## config.mk

```make
export PLATFORM = sky130hd
export DESIGN_NAME = ph_byte_feeder_flat
export DESIGN_NICKNAME = d
export VERILOG_FILES = /design/src/rtl/ph_byte_feeder_if.sv /design/src/rtl/ph_byte_feeder.sv /design/src/flat_wrapper.sv
export SDC_FILE = /design/constraint.sdc
export NUM_CORES = 1
export LEC_CHECK = 0
export ABC_AREA = 1
export ABC_CLOCK_PERIOD_IN_PS = 1800
export CAP_MARGIN = 20
export CORE_AREA = 2 2 78 80
export DETAILED_ROUTE_END_ITERATION = 7
export DIE_AREA = 0 0 80 82
export HOLD_SLACK_MARGIN = 0.05
export PLACE_DENSITY = 0.8
export RECOVER_POWER = 25
export SETUP_SLACK_MARGIN = 0.2
export SLEW_MARGIN = 20
export SYNTH_ARGS = -nofsm -noshare
export SYNTH_HDL_FRONTEND = slang
export SYNTH_SLANG_ARGS = --single-unit
```

## constraint.sdc

```tcl
create_clock -name p_phi2 -period 1.8 [get_ports p_phi2]
set_input_delay 0.18 -clock p_phi2 [delete_from_list [all_inputs] [get_ports p_phi2]]
set_output_delay 0.18 -clock p_phi2 [all_outputs]
set_load 0.005 [all_outputs]
```

## src/rtl/ph_byte_feeder_if.sv

```systemverilog
// rtl/ph_byte_feeder_if.sv - parasite-side byte feeder bus bundle
// Purpose: groups the core push port and the downstream byte-buffer port.
// Signals:
//   p_wr_data[7:0]  byte offered by the parasite core
//   p_wr_en         push request
//   p_wr_ready      feeder can accept a push (count < 4)
//   p_full          downstream buffer full flag
//   p_data[7:0]     byte driven to the downstream buffer
//   p_selectData    write-select to the downstream buffer
//   p_rdnw          read/not-write to the downstream buffer
//   p_level[2:0]    FIFO occupancy 0..4
//   p_ovf           sticky overflow flag
// Modports: master = feeder, slave = core/buffer environment.
interface ph_byte_feeder_if;
    logic [7:0] p_wr_data;
    logic       p_wr_en;
    logic       p_wr_ready;
    logic       p_full;
    logic [7:0] p_data;
    logic       p_selectData;
    logic       p_rdnw;
    logic [2:0] p_level;
    logic       p_ovf;

    modport master (
        input  p_wr_data, p_wr_en, p_full,
        output p_wr_ready, p_data, p_selectData, p_rdnw, p_level, p_ovf
    );

    modport slave (
        output p_wr_data, p_wr_en, p_full,
        input  p_wr_ready, p_data, p_selectData, p_rdnw, p_level, p_ovf
    );
endinterface

```

## src/rtl/ph_byte_feeder.sv

```systemverilog
// rtl/ph_byte_feeder.sv - 4-deep byte FIFO feeding the parasite-to-host buffer
// Purpose: queues bytes from the parasite core and writes them one at a time
//          into the downstream buffer with a select strobe and ack wait.
// Ports:
//   p_phi2   clock, rising-edge state updates
//   h_rst_b  asynchronous active-low reset
//   bus      ph_byte_feeder_if.master (push port, buffer port, status)
// Option: define PH_BYTE_FEEDER_OVF_EN to build the sticky overflow flag;
//         otherwise p_ovf is tied low.
module ph_byte_feeder (
    input  logic                   p_phi2,
    input  logic                   h_rst_b,
    ph_byte_feeder_if.master       bus
);

    typedef enum logic [1:0] {
        ST_IDLE   = 2'd0,
        ST_STROBE = 2'd1,
        ST_ACK    = 2'd2
    } state_t;

    state_t     state_q;
    logic [7:0] fifo_q [4];
    logic [1:0] wr_ptr_q, wr_ptr_d;
    logic [1:0] rd_ptr_q, rd_ptr_d;
    logic [2:0] count_q, count_d;
    logic [3:0] tmo_q;
    logic [7:0] data_q;
    logic       sel_q;
    logic       rdnw_q;
    logic       push_ok;
    logic       pop;

    // A full FIFO drops the push even when a pop frees a slot on the same edge.
    always_comb begin
        push_ok  = bus.p_wr_en && (count_q < 3'd4);
        pop      = (state_q == ST_STROBE);
        wr_ptr_d = push_ok ? wr_ptr_q + 2'd1 : wr_ptr_q;
        rd_ptr_d = pop ? rd_ptr_q + 2'd1 : rd_ptr_q;
        count_d  = count_q + {2'b00, push_ok} - {2'b00, pop};
    end

    always_ff @(posedge p_phi2) begin
        if (push_ok) begin
            fifo_q[wr_ptr_q] <= bus.p_wr_data;
        end
    end

    always_ff @(posedge p_phi2 or negedge h_rst_b) begin
        if (!h_rst_b) begin
            wr_ptr_q <= 2'd0;
            rd_ptr_q <= 2'd0;
            count_q  <= 3'd0;
        end else begin
            wr_ptr_q <= wr_ptr_d;
            rd_ptr_q <= rd_ptr_d;
            count_q  <= count_d;
        end
    end

    // Strobe sequencer: the byte is popped as STROBE is left, so only one
    // write is ever in flight and the ACK wait gates the next one.
    always_ff @(posedge p_phi2 or negedge h_rst_b) begin
        if (!h_rst_b) begin
            state_q <= ST_IDLE;
            tmo_q   <= 4'd0;
            data_q  <= 8'h00;
            sel_q   <= 1'b0;
            rdnw_q  <= 1'b1;
        end else begin
            case (state_q)
                ST_IDLE: begin
                    if ((count_q != 3'd0) && !bus.p_full) begin
                        data_q  <= fifo_q[rd_ptr_q];
                        sel_q   <= 1'b1;
                        rdnw_q  <= 1'b0;
                        state_q <= ST_STROBE;
                    end
                end
                ST_STROBE: begin
                    sel_q   <= 1'b0;
                    rdnw_q  <= 1'b1;
                    tmo_q   <= 4'd0;
                    state_q <= ST_ACK;
                end
                ST_ACK: begin
                    // Give up after 16 cycles so a buffer that never reports
                    // full cannot stall the feeder forever.
                    if (bus.p_full || (tmo_q == 4'hF)) begin
                        state_q <= ST_IDLE;
                    end else begin
                        tmo_q <= tmo_q + 4'd1;
                    end
                end
                default: begin
                    state_q <= ST_IDLE;
                end
            endcase
        end
    end

`ifdef PH_BYTE_FEEDER_OVF_EN
    logic ovf_q;

    always_ff @(posedge p_phi2 or negedge h_rst_b) begin
        if (!h_rst_b) begin
            ovf_q <= 1'b0;
        end else if (bus.p_wr_en && !push_ok) begin
            ovf_q <= 1'b1;
        end
    end

    assign bus.p_ovf = ovf_q;
`else
    assign bus.p_ovf = 1'b0;
`endif

    assign bus.p_data       = data_q;
    assign bus.p_selectData = sel_q;
    assign bus.p_rdnw       = rdnw_q;
    assign bus.p_level      = count_q;
    assign bus.p_wr_ready   = (count_q < 3'd4);

endmodule

```

## src/flat_wrapper.sv

```systemverilog
// flat-port wrapper written by rule: the top's interface ports become plain ports
module ph_byte_feeder_flat 
  (p_phi2, h_rst_b, bus_p_wr_data, bus_p_wr_en, bus_p_full, bus_p_wr_ready, bus_p_data, bus_p_selectData, bus_p_rdnw, bus_p_level, bus_p_ovf);
  ph_byte_feeder_if bus_i ();
  input  logic p_phi2;
  input  logic h_rst_b;
  input wire logic [$bits(bus_i.p_wr_data)-1:0] bus_p_wr_data;
  input wire logic [$bits(bus_i.p_wr_en)-1:0] bus_p_wr_en;
  input wire logic [$bits(bus_i.p_full)-1:0] bus_p_full;
  output wire logic [$bits(bus_i.p_wr_ready)-1:0] bus_p_wr_ready;
  output wire logic [$bits(bus_i.p_data)-1:0] bus_p_data;
  output wire logic [$bits(bus_i.p_selectData)-1:0] bus_p_selectData;
  output wire logic [$bits(bus_i.p_rdnw)-1:0] bus_p_rdnw;
  output wire logic [$bits(bus_i.p_level)-1:0] bus_p_level;
  output wire logic [$bits(bus_i.p_ovf)-1:0] bus_p_ovf;
  assign bus_i.p_wr_data = bus_p_wr_data;
  assign bus_i.p_wr_en = bus_p_wr_en;
  assign bus_i.p_full = bus_p_full;
  assign bus_p_wr_ready = bus_i.p_wr_ready;
  assign bus_p_data = bus_i.p_data;
  assign bus_p_selectData = bus_i.p_selectData;
  assign bus_p_rdnw = bus_i.p_rdnw;
  assign bus_p_level = bus_i.p_level;
  assign bus_p_ovf = bus_i.p_ovf;
  ph_byte_feeder u_core (.p_phi2(p_phi2), .h_rst_b(h_rst_b), .bus(bus_i));
endmodule
```

==> impl_metrics.py, run 1 <==
metrics = {
    "flow_run": {
        "drv_cap": 0,
    },
    "placed_design": {
        "placed_cells_incl_taps": 353,
        "place_congestion": 0.789,
        "port_buffers": 25,
        "place_area_um2": 2900,
        "place_hpwl_mm": 2.98,
    },
    "routing": {
        "dr.first_iter.drc_count": 95,
        "drt_pass1_iterations": 4,
        "drc": 0,
        "vias": 1625,
        "finalWirelength_mm": 4.20,
        "wl_per_cell_um": 11.6,
        "viasPerCell": 4.49,
        "ant_nets": 0,
    },
    "power": {
        "vdd_drop_max_mv": 0.523,
        "power_leakage_nw": 1.44,
        "swShare": 0.352,
        "pwr-share-seq": 0.433,
        "power-per-cell-area_nw_per_um2": 1480,
        "p_clk_frac": 0.178,
        "switchingPower_mw": 1.58,
        "p_comb_frac": 0.389,
        "internal-power_mw": 2.90,
    },
    "clock_network": {
        "cts_hold_buf": 0,
        "cts.sinks": 55,
        "clock_latency_ps": 310,
        "cts-root-buf": "clkbuf_8",
        "cts_tree": "done",
        "cts_htree_levels": 2,
        "clk_pin_slew_ps": 90,
        "clk_path_buf_depth": 2,
        "cts_buffers": 5,
    },
    "cells_and_area": {
        "nFillCells": 504,
        "layout_commonest_cell": "nand2_1",
        "drive_above_1_share": 0.139,
        "fin_util": 0.525,
        "antenna_cells": 0,
        "synthToLayoutAreaGrowth_pct": 19.2,
        "final_area_um2": 3020,
        "final_cell_mix": "nand2_1 (71), inv_1 (47), edfxtp_1 (32)",
        "fin_nets": 305,
        "final_cell_count_no_fill": 362,
    },
    "die": {
        "row_count": 28,
        "core_um2": 5750,
        "die_area_um2": 6560,
        "dieWidth_um": 80,
        "num_io_pins": 27,
        "initial_core_util": 0.440,
        "die_y_um": 82,
    },
    "synthesis": {
        "synthCells": 249,
        "synth.top_cell.area_share": 0.380,
        "synth-seq-area-share": 0.608,
        "yosys-top-cells-area": "edfxtp_1 (38%), dfrtp_1 (22%), nand2_1 (11%), inv_1 (7.0%), nand3_1 (4.4%)",
        "syn_area_per_cell_um2": 10.2,
        "synth_area_leader_cell": "edfxtp_1",
        "netlist_area_um2": 2530,
        "ys_seq_elements": 55,
        "synth_warnings": 0,
        "syn_nets": 268,
        "ys_types": 29,
    },
    "sta": {
        "finalCriticalPeriod_ps": 1670,
        "setup_tns_ps": 0,
        "worst_pin_slew_ps": 1250,
        "slew_viol_final": 0,
        "finalCritPeriodShare": 0.928,
        "max_freq_ghz": 0.598,
        "slew_headroom": 0.164,
        "setup_viol": 0,
        "finClkSkew_ps": 11.2,
        "final_hold_viol_count": 0,
        "rsz0062_at_grt": "yes",
    },
    "global_route": {
        "track_usage": 0.143,
        "grt_max_degree": 24,
        "first_global_vias": 1580,
        "antenna_found_initial": 0,
        "grt_pass1_wl_mm": 7.06,
        "overflow": 0,
    },
    "setup_path": {
        "worstSetupStartpointType": "flop",
        "arrival_ps": 1870,
        "path_class": "reg -> reg",
        "worstSetupEndpointType": "flop",
        "cp_max_fo": 3,
        "cp.required_ps": 2000,
    },
    "worst_hold_path": {
        "hp-class": "reg -> reg",
    },
    "status": {
        "status": "finished clean",
    },
}
==> worst max-delay path, cell delays in order (launching register included) <==
cell and delay (ps):
dfrtp_1 420, inv_2 90, nand2_4 50, xor2_1 150
ha_2 180, inv_1 50, fa_2 330, xnor2_1 140
xor2_1 160
==> worst paths after layout <==
kind | slack [ps] | depth (start not counted) | to | startpoint
min | 470 | 2 | u_core.bus.p_rdnw | u_core.bus.p_rdnw
max reg2reg | 130 | 8 | u_core.bus.p_level[2] | u_core.state_q[1]
max in group asynchronous | 400 | 2 | u_core.wr_ptr_q[0] | h_rst_b
max | 130 | 8 | u_core.bus.p_level[2] | u_core.state_q[1]
min in group asynchronous | 650 | 2 | u_core.tmo_q[0] | h_rst_b
min reg2reg | 470 | 2 | u_core.bus.p_rdnw | u_core.bus.p_rdnw
==> flip-flops by register name, summed over array words and instances, names as in the netlist <==
signal and flops:
u_core.wr_ptr_q 2, u_core.bus.p_data 8, u_core.state_q 2, u_core.bus.p_rdnw 1, u_core.fifo_q 32, u_core.bus.p_level 3, u_core.bus.p_selectData 1, u_core.rd_ptr_q 2
u_core.tmo_q 4
==> synthesized netlist by cell type <==
cell	instances
a21oi_1	1
buf_12	1
buf_2	1
buf_4	2
buf_6	1
conb_1	1
dfrtp_1	22
dfstp_2	1
edfxtp_1	32
fa_1	1
ha_1	6
inv_1	47
inv_2	2
inv_6	1
nand2_1	72
nand2_2	10
nand2_4	1
nand3_1	22
nand3_2	2
nand3b_1	1
nand4_1	1
nor2_1	10
nor2_2	1
nor2_8	2
o21ai_1	1
o21bai_1	1
xnor2_1	1
xor2_1	4
xor2_2	1
==> through the flow <==
step	power, mW	hold WS (ps)	worst slack [ps]
2_1_floorplan	3.09	-116	124
3_3_place_gp	3.63	462	63.3
3_5_place_dp	3.71	459	50.9
4_1_cts	4.53	216	98.3
5_1_grt	4.82	508	53.0
6_report	4.47	469	129
==> layer usage <==
metal | track usage | vias to the layer above | wire, um | share of wire
met1 | 0.179 | 752 | 1900 | 0.45
met5 | 0 | - | 0 | 0
met3 | 0.0374 | 3 | 171 | 0.041
met4 | 0.0525 | 0 | 31 | 0.0074
met2 | 0.238 | 38 | 2090 | 0.50
li1 | - | 832 | - | -
==> kinds of logic (layout without fill, tap and decap cells) <==
kind of cell	Yosys count	after routing	share of synthesized area
XOR/XNOR	6	6	0.0237
adder cells (fa/ha/maj)	7	7	0.0376
buffers and inverters	55	93	0.0964
AO/OA/AOI/OAI	3	3	0.00692
flip-flops	55	55	0.608
other	1	1	0.00148
AND/OR/NAND/NOR	122	122	0.226
==> repair_timing <==
action	in CTS	in global routing
setup endpoints to repair	1	1
buffers inserted	1	0
resized for setup	0	2
pin swaps	2	2
==> power by group through the flow <==
stage / combinational [mW] / clock [mW] / sequential [mW]
2_1_floorplan: 1.20 / 0 / 1.89
3_3_place_gp: 1.68 / 0 / 1.96
5_1_grt: 1.97 / 0.865 / 1.98
6_report: 1.74 / 0.798 / 1.94
4_1_cts: 1.76 / 0.827 / 1.94
3_5_place_dp: 1.74 / 0 / 1.97
==> layout make-up <==
class	instances	area (um2)	area share
flip-flops and latches	55	1540	0.510
multi-input cells	139	761	0.252
repair buffers	35	322	0.107
inverters	50	193	0.0639
well taps	75	93.8	0.0311
clock buffers	6	72.6	0.0241
clock inverters	2	36.3	0.0120
Note: power is estimated with default switching activity, not from simulation.
==> run 2: changes to the inputs <==
--- a/config.mk
+++ b/config.mk
@@ -5,14 +5,14 @@
 export SDC_FILE = /design/constraint.sdc
 export NUM_CORES = 1
 export LEC_CHECK = 0
-export ABC_AREA = 1
+export ABC_AREA = 0
 export ABC_CLOCK_PERIOD_IN_PS = 1800
 export CAP_MARGIN = 20
-export CORE_AREA = 2 2 78 80
+export CORE_AREA = 2 2 74 76
 export DETAILED_ROUTE_END_ITERATION = 7
-export DIE_AREA = 0 0 80 82
+export DIE_AREA = 0 0 76 78
 export HOLD_SLACK_MARGIN = 0.05
-export PLACE_DENSITY = 0.8
+export PLACE_DENSITY = 0.79
 export RECOVER_POWER = 25
 export SETUP_SLACK_MARGIN = 0.2
 export SLEW_MARGIN = 20
==> run 2 against run 1 <==
Maximum frequency is 0.27% lower. Critical path depth is 1 lower. Final area is 7.7% lower. Synthesized cell count is 47% lower. Clock-buffer cell count is 1 lower. Via count is 25% lower. Die area is 9.6% lower. Critical path type unchanged.
==> impl_metrics.py, run 2 <==
metrics = {
    "synthesis": {
        "synth_top_flop_cell": "edfxtp_1",
        "synth_top_family_by_area": "multiplexers",
        "synthMuxAreaShare": 0.126,
        "syn_area_per_cell_um2": 16.8,
        "synth_simple_gate_area_share": 0.0546,
        "ys_seq_elements": 55,
        "synth_area_leader_cell": "edfxtp_1",
        "synth_adder_area_share": 0.0428,
        "syn_nets": 151,
        "ys_types": 35,
        "synth.top_cell.area_share": 0.432,
        "synth-compound-area-share": 0.0282,
        "netlist_area_um2": 2220,
        "synth-edff-count": 32,
        "synthTopCellsByCount": "edfxtp_1 (32), dfrtp_1 (22), inv_1 (9)",
        "async_flop_share": 0.418,
        "yosysMostFrequentCell": "edfxtp_1",
        "yosys-top-cells-area": "edfxtp_1 (43%), dfrtp_1 (25%), mux4_2 (8.1%), mux2_2 (4.1%), ha_1 (3.4%)",
        "synth_warnings": 0,
        "synthXorXnorAreaFrac": 0.0236,
        "synth-seq-area-share": 0.692,
        "synthCells": 132,
    },
    "die": {
        "initial_core_util": 0.441,
        "dieWidth_um": 76,
        "die_y_um": 78,
        "die_area_um2": 5930,
        "num_io_pins": 27,
        "core_um2": 5040,
        "row_count": 26,
    },
    "setup_path": {
        "cp_max_fo": 2,
        "ff2ff_setup_slack_ps": 120,
        "worstSetupEndpointType": "flop",
        "reg2reg_depth": 7,
        "cp.required_ps": 1990,
        "r2r-end": "u_core.bus.p_level[2]",
        "path_class": "reg -> reg",
        "worstReg2RegStart": "u_core.state_q[1]",
        "worstSetupStartpointType": "flop",
        "arrival_ps": 1870,
    },
    "routing": {
        "drc": 0,
        "wl_per_cell_um": 16.0,
        "dr.first_iter.drc_count": 25,
        "drt_pass1_iterations": 4,
        "vias": 1219,
        "viasPerCell": 5.08,
        "ant_nets": 0,
        "finalWirelength_mm": 3.84,
    },
    "cells_and_area": {
        "seq_area_um2": 1540,
        "fin_util": 0.552,
        "synthToLayoutAreaGrowth_pct": 25.3,
        "final_area_um2": 2780,
        "multi_input_area_um2": 652,
        "nFillCells": 403,
        "drive_above_1_share": 0.271,
        "top_register": "u_core.fifo_q",
        "layout_commonest_cell": "edfxtp_1",
        "fin_nets": 188,
        "antenna_cells": 0,
        "largest_reg_flops": 32,
        "final_cell_mix": "edfxtp_1 (32), clkdlybuf4s50_1 (21), dfrtp_1 (20)",
    },
    "global_route": {
        "antenna_found_initial": 0,
        "first_global_vias": 1294,
        "overflow": 0,
        "track_usage": 0.142,
        "grt_max_degree": 24,
        "grt_pass1_wl_mm": 6.25,
    },
    "power": {
        "power_leakage_nw": 1.05,
        "p_comb_frac": 0.381,
        "pwr-share-seq": 0.462,
        "internal-power_mw": 2.98,
        "power.total_mw": 4.27,
        "power-per-cell-area_nw_per_um2": 1530,
        "p_clk_frac": 0.157,
        "vdd_drop_max_mv": 0.825,
        "switchingPower_mw": 1.29,
        "swShare": 0.302,
    },
    "clock_network": {
        "clock_latency_ps": 310,
        "cts_tree": "done",
        "cts_buffers": 5,
        "cts-root-buf": "clkbuf_8",
        "cts.sinks": 55,
        "clk_path_buf_depth": 2,
        "clk_pin_slew_ps": 90,
        "cts_htree_levels": 2,
    },
    "sta": {
        "finalCritPeriodShare": 0.931,
        "rsz0062_at_grt": "yes",
        "slew_viol_final": 0,
        "setup_viol": 0,
        "final_hold_viol_count": 0,
        "setup_slack_ps": 124,
        "finalCriticalPeriod_ps": 1680,
        "slew_headroom": 0.134,
        "max_freq_ghz": 0.597,
        "setup_tns_ps": 0,
        "finClkSkew_ps": 9.10,
        "worst_pin_slew_ps": 1300,
    },
    "placed_design": {
        "port_buffers": 25,
        "post-place-ws_ps": -4.90,
        "place_area_um2": 2670,
        "place_hpwl_mm": 2.69,
        "place_congestion": 0.699,
    },
    "flow_run": {
        "drv_cap": 0,
    },
    "status": {
        "status": "finished clean",
    },
    "worst_hold_path": {
        "hp-start": "u_core.bus.p_selectData",
        "hp-class": "reg -> reg",
        "holdPathEnd": "u_core.bus.p_selectData",
        "min_delay_path_depth": 1,
    },
}
## run 2: power groups by stage
stage | registers, mW | logic (mW) | clock network (mW)
2_1_floorplan | 1.93 | 0.928 | 0
3_3_place_gp | 1.98 | 1.47 | 0
3_5_place_dp | 2.01 | 1.56 | 0
4_1_cts | 1.98 | 1.63 | 0.695
5_1_grt | 2.02 | 1.78 | 0.744
6_report | 1.97 | 1.63 | 0.671
## run 2: critical path, stage by stage, from the launching register on
cell      delay (ps)
dfrtp_2          430
nand2b_4         160
xnor2_2          130
ha_2             190
inv_2             30
fa_2             350
xnor2_2          150
xnor2_1          130
## run 2: cells by family after synthesis
kind of cell | count (synthesis)
DFF | 55
and+or+nand+nor | 21
muxes | 17
buffers and inverters | 15
AOI/OAI and AO/OA | 10
adders and majority gates | 7
xor gates and xnor gates | 6
other | 1
## run 2: final cells by class
type,instances,share of cell area
flip-flops and latches,55,0.553
clock inverters,3,0.00809
well taps,70,0.0315
repair buffers,36,0.136
multi-input cells,62,0.234
inverters,9,0.0121
clock buffers,5,0.0247
## run 2: per-layer routing
layer	up-vias	wire length, um	track usage
li1	555	-	-
met1	627	1530	0.161
met2	27	2050	0.244
met3	10	150	0.0488
met4	0	102	0.0636
met5	-	0	0
## run 2: timing repair
| action | 4_1_cts | 5_1_grt |
|---|---|---|
| buffers inserted | 1 | 1 |
| hold buffers | 0 | 0 |
| endpoints found under the setup margin | 2 | 3 |
| pin swaps | 2 | 0 |
| resized for setup | 2 | 4 |
## run 2: how the worst max path moves through the flow
stage | endpoint | slack, ps | depth (start not counted) | start
6_report | u_core.bus.p_level[2] | 120 | 7 | u_core.state_q[1]
5_1_grt | u_core.bus.p_level[2] | 40 | 7 | u_core.state_q[1]
4_1_cts | u_core.bus.p_level[2] | 120 | 7 | u_core.state_q[1]
3_5_place_dp | u_core.bus.p_level[2] | -5 | 7 | bus_p_wr_en
3_3_place_gp | u_core.bus.p_level[2] | 70 | 7 | bus_p_wr_en
2_1_floorplan | u_core.bus.p_level[2] | 80 | 8 | u_core.state_q[1]
## run 2: per-stage QoR
step | cells | hold slack, ps
after global placement | 230 | 469
after CTS | 239 | 235
after floorplan | 132 | -116
after detailed placement | 230 | 472
final | 240 | 488
after global routing | 240 | 518
==> RTL change (flow settings as in run 2) <==
Encoding of `state_t`: now one-hot (3 bits for 3 states).
--- a/src/rtl/ph_byte_feeder.sv
+++ b/src/rtl/ph_byte_feeder.sv
@@ -15,6 +15,6 @@
 
-    typedef enum logic [1:0] {
-        ST_IDLE   = 2'd0,
-        ST_STROBE = 2'd1,
-        ST_ACK    = 2'd2
+    typedef enum logic [2:0] {
+        ST_IDLE   = 3'b001,
+        ST_STROBE = 3'b010,
+        ST_ACK    = 3'b100
     } state_t;
Function: no difference found for any inputs over 10 cycles, from zero or initial values and one cycle with h_rst_b low; not proved beyond that.
==> RTL change against run 2 <==
The run now ends with negative setup slack left; synthesized area increased by 7.1%; sequential cell count increased by 1; critical path type unchanged; first-iteration DRC count increased to 5.1 times the old value; setup slack got worse by 0.20 ns; largest power group unchanged; critical endpoint unchanged; non-clock buffer count increased by 13; wire length increased by 13%; cell count increased by 11%; critical path depth increased by 1; final area increased by 8.9%; power increased by 8.6%.
==> RTL change: results (changes against run 2) <==
[metrics] run status: finished with violations (was completed)
[metrics] failing checks: negative setup slack
[metrics] Setup violations, final: 1 (was 0)
[metrics] number of nets at the end of the flow: 215 (was 188)
[metrics] met1 wire length: 1830 um (was 1530 um)
[metrics] Non-clock buffer share: 15.5% (was 13.6%)
[metrics] GR Layer Usage met2: 27.7% (was 24.4%)
[metrics] cell at the slowest stage of the critical path: sky130_fd_sc_hd__dfstp_2 (was sky130_fd_sc_hd__dfrtp_2)
[metrics] met3 global-route usage: 4.07% (was 4.88%)
[metrics] total leakage power: 1.18 nW (was 1.05 nW)
[metrics] multi-input gates: 71 (was 62)
[metrics] Switching Fraction: 30.2% (about the same)
[metrics] multiplexer share of the synthesized area: 12.5% (was 12.6%)
[metrics] biggest cell delay along the critical path: 0.57 ns (was 0.43 ns)
[metrics] post-detail-place hpwl: 3090 um (was 2690 um)
[metrics] fraction of the mapped netlist area in compound gates: 4.47% (was 2.82%)
[metrics] number of global-route vias before repair: 1,459 (was 1,294)
[metrics] number of clock-tree buffers in the layout: 6 (was 5)
[metrics] Fin Setup TNS: -0.0765 ns (was 0 ns)
[metrics] detailed-routed wire length on met2: 2250 um (was 2050 um)
[metrics] final wirelength: 4350 um (was 3840 um)
[metrics] total nets after synthesis: 165 (was 151)
[metrics] FF-to-FF path depth: 8 (was 7)
[metrics] P&R area growth vs syn: 27.4% (was 25.3%)
[metrics] share of cells above drive strength 1: 30.6% (was 27.1%)
[metrics] Least-Margin Pin Slew: 1.33 ns (was 1.30 ns)
[metrics] post-cts sizing count: 5 (was 2)
[metrics] Worst EP arrival: 2.07 ns (was 1.87 ns)
[metrics] crit path setup slack, layout: -0.0765 ns (was 0.124 ns)
-- RTL change: cell types whose count changed in the layout (fill, tap and decap cells not counted), moves of 3 or more --
cell	delta
sky130_fd_sc_hd__buf_6	+5
sky130_fd_sc_hd__inv_1	+3
sky130_fd_sc_hd__mux2_2	-8
sky130_fd_sc_hd__mux2_4	+8
sky130_fd_sc_hd__or3_1	+3
sky130_fd_sc_hd__buf_4	+10
-- RTL change: worst paths after layout --
path | end | start | slack (ns)
max | u_core.bus.p_level[2] | u_core.state_q[0] | -0.08
min | u_core.bus.p_rdnw | u_core.bus.p_rdnw | 0.49
max reg2reg | u_core.bus.p_level[2] | u_core.state_q[0] | -0.08
min reg2reg | u_core.bus.p_rdnw | u_core.bus.p_rdnw | 0.49
max in group asynchronous | u_core.bus.p_data[5] | h_rst_b | 0.32
min in group asynchronous | u_core.bus.p_data[3] | h_rst_b | 0.68
